<file path="config.mk">
export PLATFORM = sky130hd
export DESIGN_NAME = symbol_word_packer_flat
export DESIGN_NICKNAME = d
export VERILOG_FILES = /design/src/rtl/symbol_word_packer_if.sv /design/src/rtl/symbol_word_packer.sv /design/src/flat_wrapper.sv
export SDC_FILE = /design/constraint.sdc
export NUM_CORES = 1
export LEC_CHECK = 0
export CORE_MARGIN = 2
export CORE_UTILIZATION = 35
export DETAILED_ROUTE_END_ITERATION = 7
export GPL_ROUTABILITY_DRIVEN = 0
export SLEW_MARGIN = 20
export SYNTH_ARGS = -nofsm -noshare
export SYNTH_HDL_FRONTEND = slang
export SYNTH_SLANG_ARGS = --single-unit
export TNS_END_PERCENT = 50
</file>
<file path="constraint.sdc">
create_clock -name inClk -period 2.3 [get_ports inClk]
set_clock_uncertainty 0.2 [all_clocks]
set_input_delay 0.46 -clock inClk [delete_from_list [all_inputs] [get_ports inClk]]
set_output_delay 0.46 -clock inClk [all_outputs]
set_load 0.02 [all_outputs]
</file>
<file path="src/rtl/symbol_word_packer_if.sv">
// Symbol-in / word-out handshake bundle for the symbol word packer.
// Symbol side and word side share one interface; clock and reset stay outside.
interface symbol_word_packer_if;
  logic [3:0]  inData;
  logic        inValid;
  logic        inLast;
  logic        outReadyIn;
  logic [31:0] outWord;
  logic [3:0]  outCount;
  logic        outValid;
  logic        inReady;
  logic [2:0]  outSlot;

  modport master (
    output inData,
    output inValid,
    output inLast,
    output inReady,
    input  outReadyIn,
    input  outWord,
    input  outCount,
    input  outValid,
    input  outSlot
  );

  modport slave (
    input  inData,
    input  inValid,
    input  inLast,
    input  inReady,
    output outReadyIn,
    output outWord,
    output outCount,
    output outValid,
    output outSlot
  );
endinterface

</file>
<file path="src/rtl/symbol_word_packer.sv">
// Packs 4-bit symbols into 32-bit words, slot 0 in the MSB nibble.
// Words close after slot 7 or on an inLast beat; both sides use valid/ready.
module symbol_word_packer #(
  parameter int SYM_W = 4,
  parameter int NSYM  = 8
) (
  input logic                 inClk,
  input logic                 inResetN,
  symbol_word_packer_if.slave bus
);
  localparam int WW = SYM_W * NSYM;
  localparam logic [2:0] LAST_SLOT = 3'(NSYM - 1);

  logic [WW-1:0] acc_q, acc_d;
  logic [WW-1:0] word_q, word_d;
  logic [WW-1:0] merged;
  logic [3:0]    count_q, count_d;
  logic [2:0]    slot_q, slot_d;
  logic          valid_q, valid_d;
  logic          out_free;
  logic          ready_in;
  logic          accept;
  logic          closing;
  logic [4:0]    shamt;

  // Handshake: only a closing beat needs a free output register.
  always_comb begin
    out_free = !valid_q || bus.inReady;
    ready_in = out_free ||
               (slot_q != LAST_SLOT && !bus.inLast);
    accept   = bus.inValid && ready_in;
    closing  = accept &&
               (slot_q == LAST_SLOT || bus.inLast);
    shamt    = {~slot_q, 2'b00};
    merged   = (WW'(bus.inData) << shamt) |
               ((slot_q == 3'd0) ? '0 : acc_q);
  end

  // Next state: accumulate, close a word, or drain the output.
  always_comb begin
    acc_d   = acc_q;
    word_d  = word_q;
    count_d = count_q;
    slot_d  = slot_q;
    valid_d = valid_q;
    if (valid_q && bus.inReady) begin
      valid_d = 1'b0;
    end
    if (closing) begin
      word_d  = merged;
      count_d = {1'b0, slot_q} + 4'd1;
      valid_d = 1'b1;
      slot_d  = 3'd0;
      acc_d   = '0;
    end else if (accept) begin
      acc_d  = merged;
      slot_d = slot_q + 3'd1;
    end
  end

  // State register; reset discards any partial word.
  always_ff @(posedge inClk or negedge inResetN) begin
    if (!inResetN) begin
      acc_q   <= '0;
      word_q  <= '0;
      count_q <= '0;
      slot_q  <= '0;
      valid_q <= 1'b0;
    end else begin
      acc_q   <= acc_d;
      word_q  <= word_d;
      count_q <= count_d;
      slot_q  <= slot_d;
      valid_q <= valid_d;
    end
  end

  assign bus.outReadyIn = ready_in;
  assign bus.outWord    = word_q;
  assign bus.outCount   = count_q;
  assign bus.outValid   = valid_q;
  assign bus.outSlot    = slot_q;
endmodule

</file>
<file path="src/flat_wrapper.sv">
// flat-port wrapper written by rule: the top's interface ports become plain ports
module symbol_word_packer_flat 
#(
  parameter int SYM_W = 4,
  parameter int NSYM  = 8
)
  (inClk, inResetN, bus_inData, bus_inValid, bus_inLast, bus_inReady, bus_outReadyIn, bus_outWord, bus_outCount, bus_outValid, bus_outSlot);
  symbol_word_packer_if bus_i ();
  input logic inClk;
  input logic inResetN;
  input wire logic [$bits(bus_i.inData)-1:0] bus_inData;
  input wire logic [$bits(bus_i.inValid)-1:0] bus_inValid;
  input wire logic [$bits(bus_i.inLast)-1:0] bus_inLast;
  input wire logic [$bits(bus_i.inReady)-1:0] bus_inReady;
  output wire logic [$bits(bus_i.outReadyIn)-1:0] bus_outReadyIn;
  output wire logic [$bits(bus_i.outWord)-1:0] bus_outWord;
  output wire logic [$bits(bus_i.outCount)-1:0] bus_outCount;
  output wire logic [$bits(bus_i.outValid)-1:0] bus_outValid;
  output wire logic [$bits(bus_i.outSlot)-1:0] bus_outSlot;
  assign bus_i.inData = bus_inData;
  assign bus_i.inValid = bus_inValid;
  assign bus_i.inLast = bus_inLast;
  assign bus_i.inReady = bus_inReady;
  assign bus_outReadyIn = bus_i.outReadyIn;
  assign bus_outWord = bus_i.outWord;
  assign bus_outCount = bus_i.outCount;
  assign bus_outValid = bus_i.outValid;
  assign bus_outSlot = bus_i.outSlot;
  symbol_word_packer #(.SYM_W(SYM_W), .NSYM(NSYM)) u_core (.inClk(inClk), .inResetN(inResetN), .bus(bus_i));
endmodule
</file>
== Word level (Yosys, flattened, before mapping) ==
Cells that the tools add are included.

* Word-level logic and storage cells: 31
* Output and inout port bits: 41
* Register bits: 72

* Mux-type cells: 7
* Shift operators: 1
* Bitwise operators: 2
* Add/subtract/negate cells: 2
* Equal/unequal tests: 2
* Reduce and logical (&&, ||, !) cells: 12

{| class="wikitable"
|+ Operators with widths
! cell !! count
|-
| 32-bit 2-to-1 mux || 3
|-
| 32-bit OR || 1
|-
| 4-bit by 5-bit << shifter with 32-bit output || 1
|-
| 3-bit 2-to-1 mux || 2
|-
| 3-bit by 1-bit adder with 4-bit output, second input constant || 1
|-
| 1-bit logical AND || 4
|-
| 2-bit nonzero test || 2
|-
| 3-bit by 1-bit adder with 3-bit output, second input constant || 1
|-
| 3-bit equality test, second input constant || 1
|-
| 3-bit zero test || 1
|-
| 1-bit logical OR || 3
|-
| 3-bit inequality test, second input constant || 1
|-
| 3-bit NOT || 1
|-
| 1-bit zero test || 2
|-
| 1-bit 2-to-1 mux || 2
|}

== Logic depth before layout (Yosys ltp) ==
Gate-level depths: netlist (run 1).

* Word-level depth: 6
* Depth in mapped cells: 8

== Worst setup path after synthesis (run 1) ==
OpenSTA, ideal clock, no wires.

* Path type: register to register
* Start point: register u_core.slot_q[0] (netlist: u_core.bus.outSlot[0])
* End point: register u_core.count_q[2] (netlist: u_core.bus.outCount[2])
* Slack: 0.309 ns
* Cell stages (with the launch flop): 7
* Path buffers: 1
* Required time: 1.972 ns
* Library setup time: 0.128 ns
* Clock period less this slack: 1.991 ns
* Arrival: 1.663 ns
* Cells stage by stage: dfrtp_1 ha_1 ha_1 nor2_1 nand3b_4 buf_2 mux2_1

* Cells in the longest elaborated chain, start to end: 5
* Elaborated cells between the ends (all ways): 8

{| class="wikitable"
|+ RTL lines
! item !! line !! RTL
|-
| from (decl) || symbol_word_packer.sv:18 || <nowiki>logic [2:0] slot_q, slot_d;</nowiki>
|-
| from (signal assigned) || symbol_word_packer.sv:73 || <nowiki>slot_q <= slot_d;</nowiki>
|-
| 3-bit inequality test || symbol_word_packer.sv:30 || <nowiki>(slot_q != LAST_SLOT && !bus.inLast);</nowiki>
|-
| 1-bit logical AND || symbol_word_packer.sv:30 ||
|-
| 1-bit logical OR || symbol_word_packer.sv:29 || <nowiki>ready_in = out_free ||</nowiki>
|-
| 1-bit logical AND || symbol_word_packer.sv:31 || <nowiki>accept = bus.inValid && ready_in;</nowiki>
|-
| 1-bit logical AND || symbol_word_packer.sv:32 || <nowiki>closing = accept &&</nowiki>
|-
| to (signal assigned) || symbol_word_packer.sv:72 || <nowiki>count_q <= count_d;</nowiki>
|-
| to (decl) || symbol_word_packer.sv:17 || <nowiki>logic [3:0] count_q, count_d;</nowiki>
|}

Several ways; a longest one is shown, not always the timed one.
A chain may end at the register's enable or synchronous reset.

== Worst setup path after layout (run 1) ==
* Start point: register u_core.slot_q[0] (netlist: u_core.bus.outSlot[0])
* End point: output port bus_outReadyIn

* Cells in the longest elaborated chain, start to end: 3

{| class="wikitable"
|+ RTL lines
! item !! line !! RTL
|-
| 3-bit inequality test || symbol_word_packer.sv:30 ||
|-
| 1-bit logical AND || symbol_word_packer.sv:30 ||
|-
| 1-bit logical OR || symbol_word_packer.sv:29 ||
|-
| to (decl) || flat_wrapper.sv:15 || <nowiki>output wire logic [$bits(bus_i.outReadyIn)-1:0] bus_outReadyIn;</nowiki>
|}

Every way passes these cells.

==> results of run 1 <==
-- sequential cells by signal, indices dropped and copies added, names as in the netlist --
name	cells
u_core.bus.outCount	4
u_core.bus.outValid	1
u_core.bus.outSlot	3
u_core.bus.outWord	32
u_core.acc_q	32
-- critical path, cell delays in order (launching register included) --
cell and delay, ns:
dfrtp_1 0.38, ha_1 0.20, ha_1 0.17, nor2_1 0.14, or2_2 0.14, buf_2 0.16
-- cells in the mapped netlist (all sizes together) --
library cell,count
a31oi,1
dfrtp,72
nand3b,1
and2,1
a21o,1
a32oi,16
a22o,2
nor2b,4
ha,3
nand2b,2
o2bb2ai,32
clkbuf,7
a22oi,16
nand2,51
nor2,6
or2,1
o21ai,35
inv,2
buf,13
mux2,2
-- kinds of logic (layout without fill, tap and decap cells) --
group	after synthesis	count (layout)
AOI/OAI and AO/OA	103	103
DFF	72	72
and+or+nand+nor	66	66
buffers and inverters	22	85
adders and majority gates	3	3
muxes	2	2
-- power by group through the flow --
stage	Clock [mW]	Combinational, mW	Sequential [mW]
3_5_place_dp	0	1.34	1.60
6_report	0.793	1.32	1.57
5_1_grt	0.873	1.44	1.60
2_1_floorplan	0	0.619	1.77
3_3_place_gp	0	1.32	1.59
4_1_cts	0.827	1.34	1.58
-- what timing repair did --
item,4_1_cts,5_1_grt
hold endpoints to repair,72,0
hold buffers,1,0
resized for setup,5,0
setup endpoints to repair,2,0
-- per-stage QoR --
stage,std cells,setup TNS [ns],util (%),hold slack (ns)
5_1_grt,439,0,45.3,0.310
2_1_floorplan,268,0,-,-0.0356
4_1_cts,439,0,45.3,0.287
6_report,439,0,45.3,0.281
3_5_place_dp,425,-0.220,43.6,0.272
3_3_place_gp,425,-0.170,43.6,0.266
-- worst paths after layout --
| kind | start | to | slack, ns | cells after the start |
|---|---|---|---|---|
| max in group asynchronous | inResetN | u_core.bus.outWord[13]$_DFFE_PN0P_ | 1.11 | 3 |
| min reg2reg | u_core.bus.outWord[29]$_DFFE_PN0P_ | u_core.bus.outWord[29]$_DFFE_PN0P_ | 0.28 | 2 |
| min in group asynchronous | inResetN | u_core.bus.outWord[29]$_DFFE_PN0P_ | 0.46 | 3 |
| max reg2reg | u_core.bus.outSlot[0]$_DFFE_PN0P_ | u_core.acc_q[9]$_DFFE_PN0P_ | 0.24 | 8 |
| max | u_core.bus.outSlot[0]$_DFFE_PN0P_ | bus_outReadyIn | 0.11 | 5 |
| min | u_core.bus.outWord[29]$_DFFE_PN0P_ | u_core.bus.outWord[29]$_DFFE_PN0P_ | 0.28 | 2 |
-- cell type report --
type | count | area [sq um]
Tap cell | 108 | 135
Sequential cell | 72 | 1800
Fill cell | 843 | 4700
Clock inverter | 2 | 10.0
Multi-Input combinational cell | 174 | 1130
Clock buffer | 11 | 131
Inverter | 2 | 7.51
Timing Repair Buffer | 70 | 677
-- layer usage --
layer | GRT usage (%) | vias up | wire, um
met5 | 0 | - | 0
met4 | 6.41 | 0 | 148
met3 | 4.24 | 13 | 284
met2 | 26.9 | 59 | 3710
met1 | 21.5 | 1159 | 3240
li1 | - | 1105 | -
==> impl_metrics.ini, run 1 <==
[routing]
first_pass_iters = 4
avgRoutedWirePerCell_um = 16.8
via_count = 2336
viasPerCell = 5.32
wirelength_um = 7380
drc_errors = 0
antenna_left = 0
drt_iter0_drc = 78

[critical_path]
cp.arrival_ns = 1.53
end_kind = output port
worst_ep_required_time_ns = 1.64
critical_path_class = reg -> out
start_kind = register
cp_max_fo = 2

[floorplanning]
row_count = 34
start_util_pct = 35.7
io_pins = 50
dieArea_sq_um = 9530
dieHeight_um = 97.6
core_area_sq_um = 8590
die_x_um = 97.6

[clock_network]
cts_tree = yes
clk_latency_ns = 0.34
cts_root_buf = clkbuf_8
cts_max_level = 3
cts_inserted_buffers = 9
clkSlewWorstSetupHoldPaths_ns = 0.07
post_cts_buffers = 0
cts.sinks = 72
clock_path_buffers = 2

[logic_synthesis]
yosysTopAreaCell = dfrtp_1
synth_cells = 268
synth-compound-area-share_pct = 24.6
synthXorXnorAreaFrac_pct = 0
synth.area.mux_share_pct = 0.734
synth_top_family_by_area = compound AO/OA/AOI/OAI gates
yosys.area_share.simple_pct = 10.2
yosysSeqAreaShare_pct = 58.7
yosysTopAreaCellShare_pct = 58.7
ys_ff_latch = 72
yosysUniqueCellTypes = 28
synthAdderAreaFrac_pct = 1.22
synth_area_leaders = dfrtp_1 59%, o2bb2ai_1 9.1%, nand2_1 6.2%, o21ai_0 5.4%, a32oi_1 4.6%
syn_nets = 280
yosysWarningCount = 0
syn_avg_cell_area_sq_um = 11.5
synth_area_sq_um = 3070

[placement]
port_buffers = 49
placed_area_sq_um = 3740
dpl_worst_slack_ns = -0.220
dpl.hpwl_um = 5050

[power_and_ir_drop]
power_frac_seq_pct = 42.6
p_comb_share_pct = 35.9
peakVddDrop_v = 0.000413
internal_power_mw = 2.37
clock_power_share_pct = 21.5
p_sw_share_pct = 35.9
total_power_mw = 3.69
p_leak_nw = 1.63
p_switching_mw = 1.32
pwr_density_cell_nw_per_um2 = 948

[grt]
antenna_found_initial = 0
grt_pass1_wl_um = 12500
globalRouteTotalUtil_pct = 16.7
grt.overflow.total = 0
grt_max_degree = 73
grt_pass1_vias = 2451

[flow_run]
drv_cap = 0

[sta]
max_freq_mhz = 456
final_hold_viol_count = 0
slew_viol_final = 0
setup_violations = 0
period_needed_ns = 2.19
fin_crit_sh_pct = 95.4
setup_ws_ns = 0.105
worst_slew_pin_slew_ns = 0.461
max_slew_margin_pct = 69.2
rsz0062_at_grt = false

[final_layout]
nNetsFinal = 341
fin_area_sq_um = 3890
final_cell_mix = 72 x dfrtp_1, 51 x nand2_1, 46 x clkdlybuf4s50_1
antenna_cells = 0
syn2layout_area_growth_pct = 26.7
layout_commonest_cell = dfrtp_1
drive_above_1_share_pct = 13.3

[outcome]
status = finished, final reports clean

[worst_hold_path]
min_path_type = reg -> reg
No activity file was read; power rests on OpenSTA's default activity.
==> run 2, diff against run 1 <==
- CORE_UTILIZATION: 35 -> 53
- PLACE_DENSITY: unset -> 0.79
- SLEW_MARGIN: 20 -> 10
==> impl_metrics.ini, run 2 (synthesis gave the netlist of run 1 again) <==
[power_and_ir_drop]
p_comb_share_pct = 33.6
p_sw_share_pct = 34.5
clock_power_share_pct = 26.4
p_leak_nw = 1.66
total_power_mw = 3.93
peakVddDrop_v = 0.000470
pwr_density_cell_nw_per_um2 = 1010
internal_power_mw = 2.57
power_frac_seq_pct = 40.0
p_switching_mw = 1.36

[grt]
grt_use_met2_pct = 39.1
met1_usage_pct = 34.2
grt_use_met3_pct = 4.04
grt.overflow.total = 0
antenna_found_initial = 0
grt_pass1_vias = 2397
grt_max_degree = 40
globalRouteTotalUtil_pct = 24.6
grt_pass1_wl_um = 12000
grt_busiest_layer = met2

[clock_network]
cts_tree = yes
cts_inserted_buffers = 9
clkSlewWorstSetupHoldPaths_ns = 0.07
cts_max_level = 3
cts.sinks = 72
clock_path_buffers = 2
clk_latency_ns = 0.34
cts_root_buf = clkbuf_8

[routing]
antenna_left = 0
via_count = 2404
avgRoutedWirePerCell_um = 17.4
drc_errors = 0
drt_iter0_drc = 200
wirelength_um = 7060
first_pass_iters = 4
viasPerCell = 5.94

[final_layout]
fin_cells = 405
final_cell_mix = 72 x dfrtp_1, 51 x nand2_1, 46 x clkdlybuf4s50_1
multi_input_area_sq_um = 1130
syn2layout_area_growth_pct = 26.9
layout_commonest_cell = dfrtp_1
antenna_cells = 0
fin_util_pct = 70.3
seq_area_sq_um = 1800
drive_above_1_share_pct = 14.4
nFillCells = 423
nNetsFinal = 341

[floorplanning]
start_util_pct = 55.4
dieHeight_um = 80.1
row_count = 27
core_area_sq_um = 5540
dieArea_sq_um = 6420
io_pins = 50
die_x_um = 80.1

[sta]
max_slew_margin_pct = 67.4
rsz0062_at_grt = false
final_hold_viol_count = 0
period_needed_ns = 2.21
setup_violations = 0
max_freq_mhz = 453
worst_slew_pin_slew_ns = 0.488
slew_viol_final = 0
fin_crit_sh_pct = 96.0
tns_ns = 0
worst_hold_slack_ns = 0.276

[critical_path]
cp.arrival_ns = 1.55
cp_max_fo = 2
start_kind = register
path_cells = ha_1 -> ha_1 -> nor2_1 -> or2_2 -> buf_2
end_kind = output port
path_common_cell = ha_1
slowest_delay_ns = 0.39
slowest_stage = dfrtp_1
worst_ep_required_time_ns = 1.64
critical_path_class = reg -> out
reg2reg_depth = 8

[worst_hold_path]
min_path_cells = 2
min_path_type = reg -> reg

[placement]
dp.cells = 389
dpl.hpwl_um = 4860
port_buffers = 49

[flow_run]
drv_cap = 0

[outcome]
status = finished, final reports clean
==> run 2: worst max-delay path: cells and delay by family, from the launching register on <==
kind	cells	cell delay (ns)
AND/OR/NAND/NOR	2	0.29
adder cells (fa/ha/maj)	2	0.39
buffers and inverters	1	0.15
flip-flops	1	0.39
==> run 2: power groups by stage <==
stage / clock network (mW) / logic (mW) / registers [mW]
global route: 1.10 / 1.43 / 1.59
finish: 1.04 / 1.32 / 1.57
CTS: 1.04 / 1.32 / 1.57
global placement: 0 / 1.29 / 1.59
detailed placement: 0 / 1.32 / 1.60
floorplan: 0 / 0.619 / 1.77
==> run 2: final cells by class <==
type                       instances  area share [%]
clock buffer                      12            4.24
clock inverter                     3            1.03
inverter                           2           0.193
multi-input combinational        174            28.9
sequential                        72            46.3
tap                               72            2.31
timing repair buffer              70            17.1
==> run 2: per-stage QoR <==
step,worst slack [ns],instance area (sq um)
finish,0.0911,3890
global placement,-0.170,3690
CTS,0.0876,3890
detailed placement,-0.208,3690
floorplan,0.309,3070
global route,0.0138,3890
==> run 2: path summary, 6_finish.rpt <==
kind,startpoint,endpoint,slack [ns]
min in group asynchronous,inResetN,u_core.bus.outCount[0]$_DFFE_PN0P_,0.48
max,u_core.bus.outSlot[0]$_DFFE_PN0P_,bus_outReadyIn,0.09
max in group asynchronous,inResetN,u_core.bus.outWord[21]$_DFFE_PN0P_,1.06
max reg2reg,u_core.bus.outSlot[0]$_DFFE_PN0P_,u_core.acc_q[8]$_DFFE_PN0P_,0.26
min reg2reg,u_core.bus.outWord[31]$_DFFE_PN0P_,u_core.bus.outWord[31]$_DFFE_PN0P_,0.28
min,u_core.bus.outWord[31]$_DFFE_PN0P_,u_core.bus.outWord[31]$_DFFE_PN0P_,0.28
==> run 2: metal layers <==
layer | up-vias | wire length [um] | part of all wire [%]
met2 | 68 | 3510 | 50
met4 | 0 | 109 | 1.5
li1 | 1112 | - | -
met1 | 1212 | 3210 | 45
met5 | - | 0 | 0
met3 | 12 | 236 | 3.3
==> run 2: timing repair <==
item | 4_1_cts | 5_1_grt
hold buffers | 1 | 0
buffers inserted | 0 | 0
endpoints found under the setup margin | 2 | 0
resized for setup | 5 | 0
endpoints found under the hold margin | 72 | 0
